$ cat src/rtl/grad_dac_serialiser.sv
// grad_dac_serialiser: shifts 32-bit gradient words MSB-first to up to four SPI DACs
// (shared SCLK, CPOL=0, per-lane SDO and CS_N). Reports busy and dropped-word status.
// Optional: define GRAD_DAC_SDI_CAPTURE_EN to add an SDI read-back path
// (sdi_i, rdata_o, rdata_valid_o) captured on every SCLK rising edge of a frame.
module grad_dac_serialiser #(
    parameter int unsigned NLANES = 4,
    parameter int unsigned WORD_W = 32
) (
    input  logic              clk,
    input  logic              rst,
    input  logic [WORD_W-1:0] data_i,
    input  logic [NLANES-1:0] valid_i,
    input  logic [5:0]        spi_clk_div_i,
`ifdef GRAD_DAC_SDI_CAPTURE_EN
    input  logic              sdi_i,
    output logic [WORD_W-1:0] rdata_o,
    output logic              rdata_valid_o,
`endif
    output logic              sclk_o,
    output logic [NLANES-1:0] cs_n_o,
    output logic [NLANES-1:0] sdo_o,
    output logic              busy_o,
    output logic              data_lost_o
);

    localparam int unsigned DIV_W  = 6;
    localparam int unsigned BCNT_W = (WORD_W > 1) ? $clog2(WORD_W) : 1;

    typedef enum logic [1:0] {
        IDLE  = 2'd0,
        SETUP = 2'd1,
        SHIFT = 2'd2,
        GAP   = 2'd3
    } state_e;

    state_e              state_q, state_d;
    logic [DIV_W-1:0]    hcnt_q, hcnt_d;
    logic [DIV_W-1:0]    div_q, div_d;
    logic                phase_q, phase_d;      // 1 = SCLK high half of the current bit
    logic [BCNT_W-1:0]   bcnt_q, bcnt_d;
    logic [WORD_W-1:0]   shreg_q, shreg_d;
    logic [NLANES-1:0]   mask_q, mask_d;

    logic                sclk_q, sclk_d;
    logic [NLANES-1:0]   cs_n_q, cs_n_d;
    logic [NLANES-1:0]   sdo_q, sdo_d;
    logic                busy_q, busy_d;
    logic                lost_q, lost_d;

    logic                half_done;
    logic                word_req;

    assign half_done = (hcnt_q == div_q);
    assign word_req  = |valid_i;

    // State register and datapath flops
    always_ff @(posedge clk or posedge rst) begin
        if (rst) begin
            state_q <= IDLE;
            hcnt_q  <= '0;
            div_q   <= '0;
            phase_q <= 1'b0;
            bcnt_q  <= '0;
            shreg_q <= '0;
            mask_q  <= '0;
        end else begin
            state_q <= state_d;
            hcnt_q  <= hcnt_d;
            div_q   <= div_d;
            phase_q <= phase_d;
            bcnt_q  <= bcnt_d;
            shreg_q <= shreg_d;
            mask_q  <= mask_d;
        end
    end

    // Next-state logic: half-period timing, bit counting and shifting
    always_comb begin
        state_d = state_q;
        hcnt_d  = hcnt_q;
        div_d   = div_q;
        phase_d = phase_q;
        bcnt_d  = bcnt_q;
        shreg_d = shreg_q;
        mask_d  = mask_q;

        unique case (state_q)
            IDLE: begin
                if (word_req) begin
                    state_d = SETUP;
                    hcnt_d  = '0;
                    div_d   = spi_clk_div_i;
                    shreg_d = data_i;
                    mask_d  = valid_i;
                    phase_d = 1'b0;
                    bcnt_d  = '0;
                end
            end
            SETUP: begin
                if (half_done) begin
                    state_d = SHIFT;
                    hcnt_d  = '0;
                    phase_d = 1'b1;
                    bcnt_d  = '0;
                end else begin
                    hcnt_d = DIV_W'(hcnt_q + DIV_W'(1));
                end
            end
            SHIFT: begin
                if (!half_done) begin
                    hcnt_d = DIV_W'(hcnt_q + DIV_W'(1));
                end else if (phase_q) begin
                    // Falling SCLK: present the next bit for the following rising edge
                    hcnt_d  = '0;
                    phase_d = 1'b0;
                    shreg_d = {shreg_q[WORD_W-2:0], 1'b0};
                end else if (bcnt_q == BCNT_W'(WORD_W - 1)) begin
                    state_d = GAP;
                    hcnt_d  = '0;
                end else begin
                    hcnt_d  = '0;
                    phase_d = 1'b1;
                    bcnt_d  = BCNT_W'(bcnt_q + BCNT_W'(1));
                end
            end
            GAP: begin
                if (half_done) begin
                    state_d = IDLE;
                    hcnt_d  = '0;
                end else begin
                    hcnt_d = DIV_W'(hcnt_q + DIV_W'(1));
                end
            end
            default: begin
                state_d = IDLE;
            end
        endcase
    end

    // Output decode from the upcoming state so every pin is a flop
    always_comb begin
        sclk_d = 1'b0;
        cs_n_d = '1;
        sdo_d  = '0;
        busy_d = (state_d != IDLE);
        lost_d = word_req && (state_q != IDLE);

        if (state_d == SETUP || state_d == SHIFT) begin
            cs_n_d = ~mask_d;
            sdo_d  = mask_d & {NLANES{shreg_d[WORD_W-1]}};
        end
        if (state_d == SHIFT) begin
            sclk_d = phase_d;
        end
    end

    // Output registers
    always_ff @(posedge clk or posedge rst) begin
        if (rst) begin
            sclk_q <= 1'b0;
            cs_n_q <= '1;
            sdo_q  <= '0;
            busy_q <= 1'b0;
            lost_q <= 1'b0;
        end else begin
            sclk_q <= sclk_d;
            cs_n_q <= cs_n_d;
            sdo_q  <= sdo_d;
            busy_q <= busy_d;
            lost_q <= lost_d;
        end
    end

    assign sclk_o      = sclk_q;
    assign cs_n_o      = cs_n_q;
    assign sdo_o       = sdo_q;
    assign busy_o      = busy_q;
    assign data_lost_o = lost_q;

`ifdef GRAD_DAC_SDI_CAPTURE_EN
    logic [WORD_W-1:0] cap_q, cap_d;
    logic [WORD_W-1:0] rdata_q, rdata_d;
    logic              rvalid_q, rvalid_d;

    // SDI capture: sample on each SCLK rising edge, publish the word on GAP entry
    always_comb begin
        cap_d    = cap_q;
        rdata_d  = rdata_q;
        rvalid_d = 1'b0;
        if (sclk_d && !sclk_q) begin
            cap_d = {cap_q[WORD_W-2:0], sdi_i};
        end
        if (state_d == GAP && state_q != GAP) begin
            rdata_d  = cap_q;
            rvalid_d = 1'b1;
        end
    end

    // Read-back registers
    always_ff @(posedge clk or posedge rst) begin
        if (rst) begin
            cap_q    <= '0;
            rdata_q  <= '0;
            rvalid_q <= 1'b0;
        end else begin
            cap_q    <= cap_d;
            rdata_q  <= rdata_d;
            rvalid_q <= rvalid_d;
        end
    end

    assign rdata_o       = rdata_q;
    assign rdata_valid_o = rvalid_q;
`endif

endmodule

$ cat config.mk
export PLATFORM = sky130hd
export DESIGN_NAME = grad_dac_serialiser
export DESIGN_NICKNAME = d
export VERILOG_FILES = /design/src/rtl/grad_dac_serialiser.sv
export SDC_FILE = /design/constraint.sdc
export NUM_CORES = 1
export LEC_CHECK = 0
export BUFFER_PORTS_ARGS = -buffer_cell sky130_fd_sc_hd__buf_2
export CORE_ASPECT_RATIO = 1.75
export CORE_UTILIZATION = 52
export CTS_CLUSTER_SIZE = 20
export DETAILED_ROUTE_END_ITERATION = 8
export GPL_TIMING_DRIVEN = 0
export PLACE_DENSITY = 0.77
export SYNTH_ARGS = -nofsm -noshare
export SYNTH_HDL_FRONTEND = slang
export SYNTH_SLANG_ARGS = --single-unit
export TNS_END_PERCENT = 20
$ cat constraint.sdc
create_clock -name clk -period 5.32 [get_ports clk]
set_input_delay 1.33 -clock clk [delete_from_list [all_inputs] [get_ports clk]]
set_output_delay 1.33 -clock clk [all_outputs]
set_load 0.02 [all_outputs]
==> results by group <==
Logic synthesis
  • Yosys top cell by area: dfrtp_1
  • Seq/Total Area, Yosys: a little over half
  • Post-synth EDFFs: 0
  • Syn nets: 316
  • Most instantiated library cell after synthesis: dfrtp_1
  • Mapped Area: around 0.0031 mm^2
  • Synth cell types: 39
  • Syn Area/Cell: around 11 um^2
  • Syn Inst Count: ~270
  • Synth top area cells: dfrtp_1 52%, a22o_1 11%, a21o_1 8.6%, nand2_1 3.6%, dfstp_2 3.4%
  • Top FF cell, synth: dfrtp_1
  • Ranking of synthesized cells by instance count: 63 x dfrtp_1, 39 x a22o_1, 35 x a21o_1
  • FF+latch count, synth: 67
  • Ys async rst share: 100%
  • Synth warn: 0
  • Share of the synthesized area in the top cell type: between 50% and 60%

STA
  • RSZ-0062 raised after global routing: no
  • Final Hold Fails: 0
  • Max frequency: roughly 320 MHz
  • Period minus WS final: 3.10 ns
  • Tcrit/Tclk final: 58.2%
  • Post-Route Setup TNS: 0 ns
  • Fin worst setup slack: between 2 and 2.5 ns
  • Endpoints failing setup: 0
  • Fin Clk Skew: 0.00449 ns
  • Final slew viol count: 0
  • Worst-margin pin slew: a little under 0.6 ns
  • Relative slew slack: 61.1%

Floorplanning
  • Ports: between 50 and 60
  • Die height: 103 um
  • Core ar.: between 0.005 and 0.006 mm^2
  • Cell row count: 36
  • Die W: 60.0 um
  • Starting Density: ~54%
  • Die area: about 0.0062 mm^2

Finish
  • Number of diodes: 0
  • Ratio of cells with drive above 1 in the final layout: between 20 and 30%
  • Final net count: 382
  • Fin cells: 413
  • Area delta synth->final: 18.9%

Routing
  • Antenna-violating nets left: 0
  • Mean routed wirelength per cell: 15.1 um
  • Initial DRC count: between 40 and 50
  • DR DRC count: 0
  • Detailed-router iteration count before antenna repair: 4
  • Total Wirelength: roughly 6.2 mm
  • Via Count: 2304
  • Detail-routed via count per cell: between 5 and 6

Run status
  • Status: completed

Job
  • Max_cap viols: 0

Worst setup path
  • Critical path's top delay family: simple AND/OR/NAND/NOR gates
  • Worst setup EP type: flip-flop
  • Critical path class: in2reg
  • Setup crit start kind: primary input
  • Req. time, crit path: roughly 5.6 ns
  • Slowest CP cell: nor4_1
  • Delay of the slowest critical-path stage: around 0.47 ns
  • Worst-path maximum fanout: 10
  • Crit-path cells: buf_2, nor4_1, nor3_2, clkbuf_1, a211oi_1, ha_1, nand2b_1, nor2_1
  • WP buf/inv: 2
  • Crit path arrival time: between 3 and 4 ns

Placement
  • IO Port Bufs: 54
  • Inst Count DP: between 300 and 400
  • Pre-CTS WS: about 1.9 ns
  • Post-DP HPWL: between 4 and 5 mm
  • GP Congestion: 0.822

Clocking
  • Post-CTS Setup Bufs: 0
  • Worst-path clk slew: about 0.06 ns
  • Skew-Pair Late Insertion Delay: approximately 0.35 ns
  • Clock tree from TritonCTS: yes
  • CTS max path bufs: 2
  • Clock root buffer: clkbuf_8
  • CTS Buf Count: 9
  • CTS Sinks: 67
  • CTS Hold Bufs: 0
  • H-tree levels: 3
  • Resized Gates After CTS: 0

GRT
  • Maximum number of pins on one net before global-route repair: 46
  • Initial antenna violation count: 0
  • All-Layer GR Usage: roughly a quarter
  • Number of global-route vias before repair: 2399
  • GR Overflow Total: 0
  • First-pass GRT wire length: about 11 mm

Power
  • Maximum vdd ir drop: about 0.3 mV
  • Power Density: 562 mW/mm^2
  • Leak: 1.91 nW

Min path
  • Min-Delay Path Class: reg2reg
## worst reg2reg max path: cells and delay by family (launching register included)
family                   cells  cell delay, ns
adder cells (fa/ha/maj)      2            0.43
AND/OR/NAND/NOR              2            0.53
buffers and inverters        1            0.13
multiplexers                 1            0.38
flip-flops                   1            0.42
AO/OA/AOI/OAI                1            0.41
## state kept, by name, indices dropped and copies added, names as in the netlist
signal / count
cs_n_o: 4
sdo_o: 4
mask_q: 4
phase_q: 1
data_lost_o: 1
div_q: 6
state_q: 2
bcnt_q: 5
busy_o: 1
shreg_q: 32
hcnt_q: 6
sclk_o: 1
## cell families (layout without fill, tap and decap cells)
family | Yosys count | count (layout) | share of synthesized area, %
xor gates and xnor gates | 8 | 8 | 2.29
DFF | 67 | 67 | 55.0
buffers and inverters | 22 | 92 | 3.27
AOI/OAI and AO/OA | 91 | 91 | 24.3
muxes | 6 | 6 | 2.21
and+or+nand+nor | 68 | 68 | 11.0
adders and majority gates | 5 | 5 | 2.04
## stage by stage
stage,area (um^2),utilization [%],power (W),hold slack [ns]
after floorplan,3060,-,0.00143,0.450
after global placement,3420,60.8,0.00160,0.458
after detailed placement,3440,61.2,0.00164,0.467
after CTS,3640,64.6,0.00206,0.481
after global routing,3640,64.6,0.00219,0.499
final,3640,64.6,0.00204,0.478
## final timing paths
path	start	to	slack [ns]	cells past startpoint
worst max-delay path	valid_i[2]	sdo_o[3]	2.22	8
worst min-delay path	shreg_q[10]	shreg_q[10]	0.48	1
worst max register to register	bcnt_q[0]	bcnt_q[0]	2.90	7
worst min register to register	shreg_q[10]	shreg_q[10]	0.48	1
max in group asynchronous	rst	cs_n_o[1]	3.65	3
min in group asynchronous	rst	shreg_q[27]	1.01	2
## metal layers
| metal | share of wire, % | track usage (%) | up-vias | wire length (um) |
|---|---|---|---|---|
| li1 | - | - | 1097 | - |
| met1 | 39 | 25.1 | 1149 | 2440 |
| met2 | 55 | 41.5 | 48 | 3430 |
| met3 | 3.4 | 6.34 | 10 | 212 |
| met4 | 2.6 | 12.7 | 0 | 162 |
| met5 | 0 | 0 | - | 0 |
## area by class of cell
class                      instances  area [um^2]
clock buffer                      13          159
buffer                            16         77.6
multi-input combinational        178         1280
clock inverter                     2         35.0
timing repair buffer              55          290
fill                             469         1990
inverter                           6         22.5
sequential                        67         1680
tap                               76         95.1
## placed cells by master (no fill, tap or decap), drive strengths merged, types with 2 or more instances in the layout
master	instances
buf	64
a21oi	5
and2	2
nand2b	5
ha	5
mux2i	3
o21ai	3
dfstp	4
nor4	3
and3	2
nor2	13
nor3	4
a21o	35
clkbuf	20
mux2	3
a211oi	3
nand2	29
inv	6
dfrtp	63
xnor2	5
nand4	2
or2	2
nand3	3
a22o	39
xor2	3
a211o	2
## report_power, final
part / total [W] / switching (W) / internal [W] / leakage (nW)
clock: 0.000419 / 0.000180 / 0.000239 / 0.0995
combinational: 0.000753 / 0.000403 / 0.000349 / 0.983
sequential: 0.000872 / 0.000133 / 0.000739 / 0.832
total: 0.00204 / 0.000716 / 0.00133 / 1.91
Power figures use the tool's default switching activity.
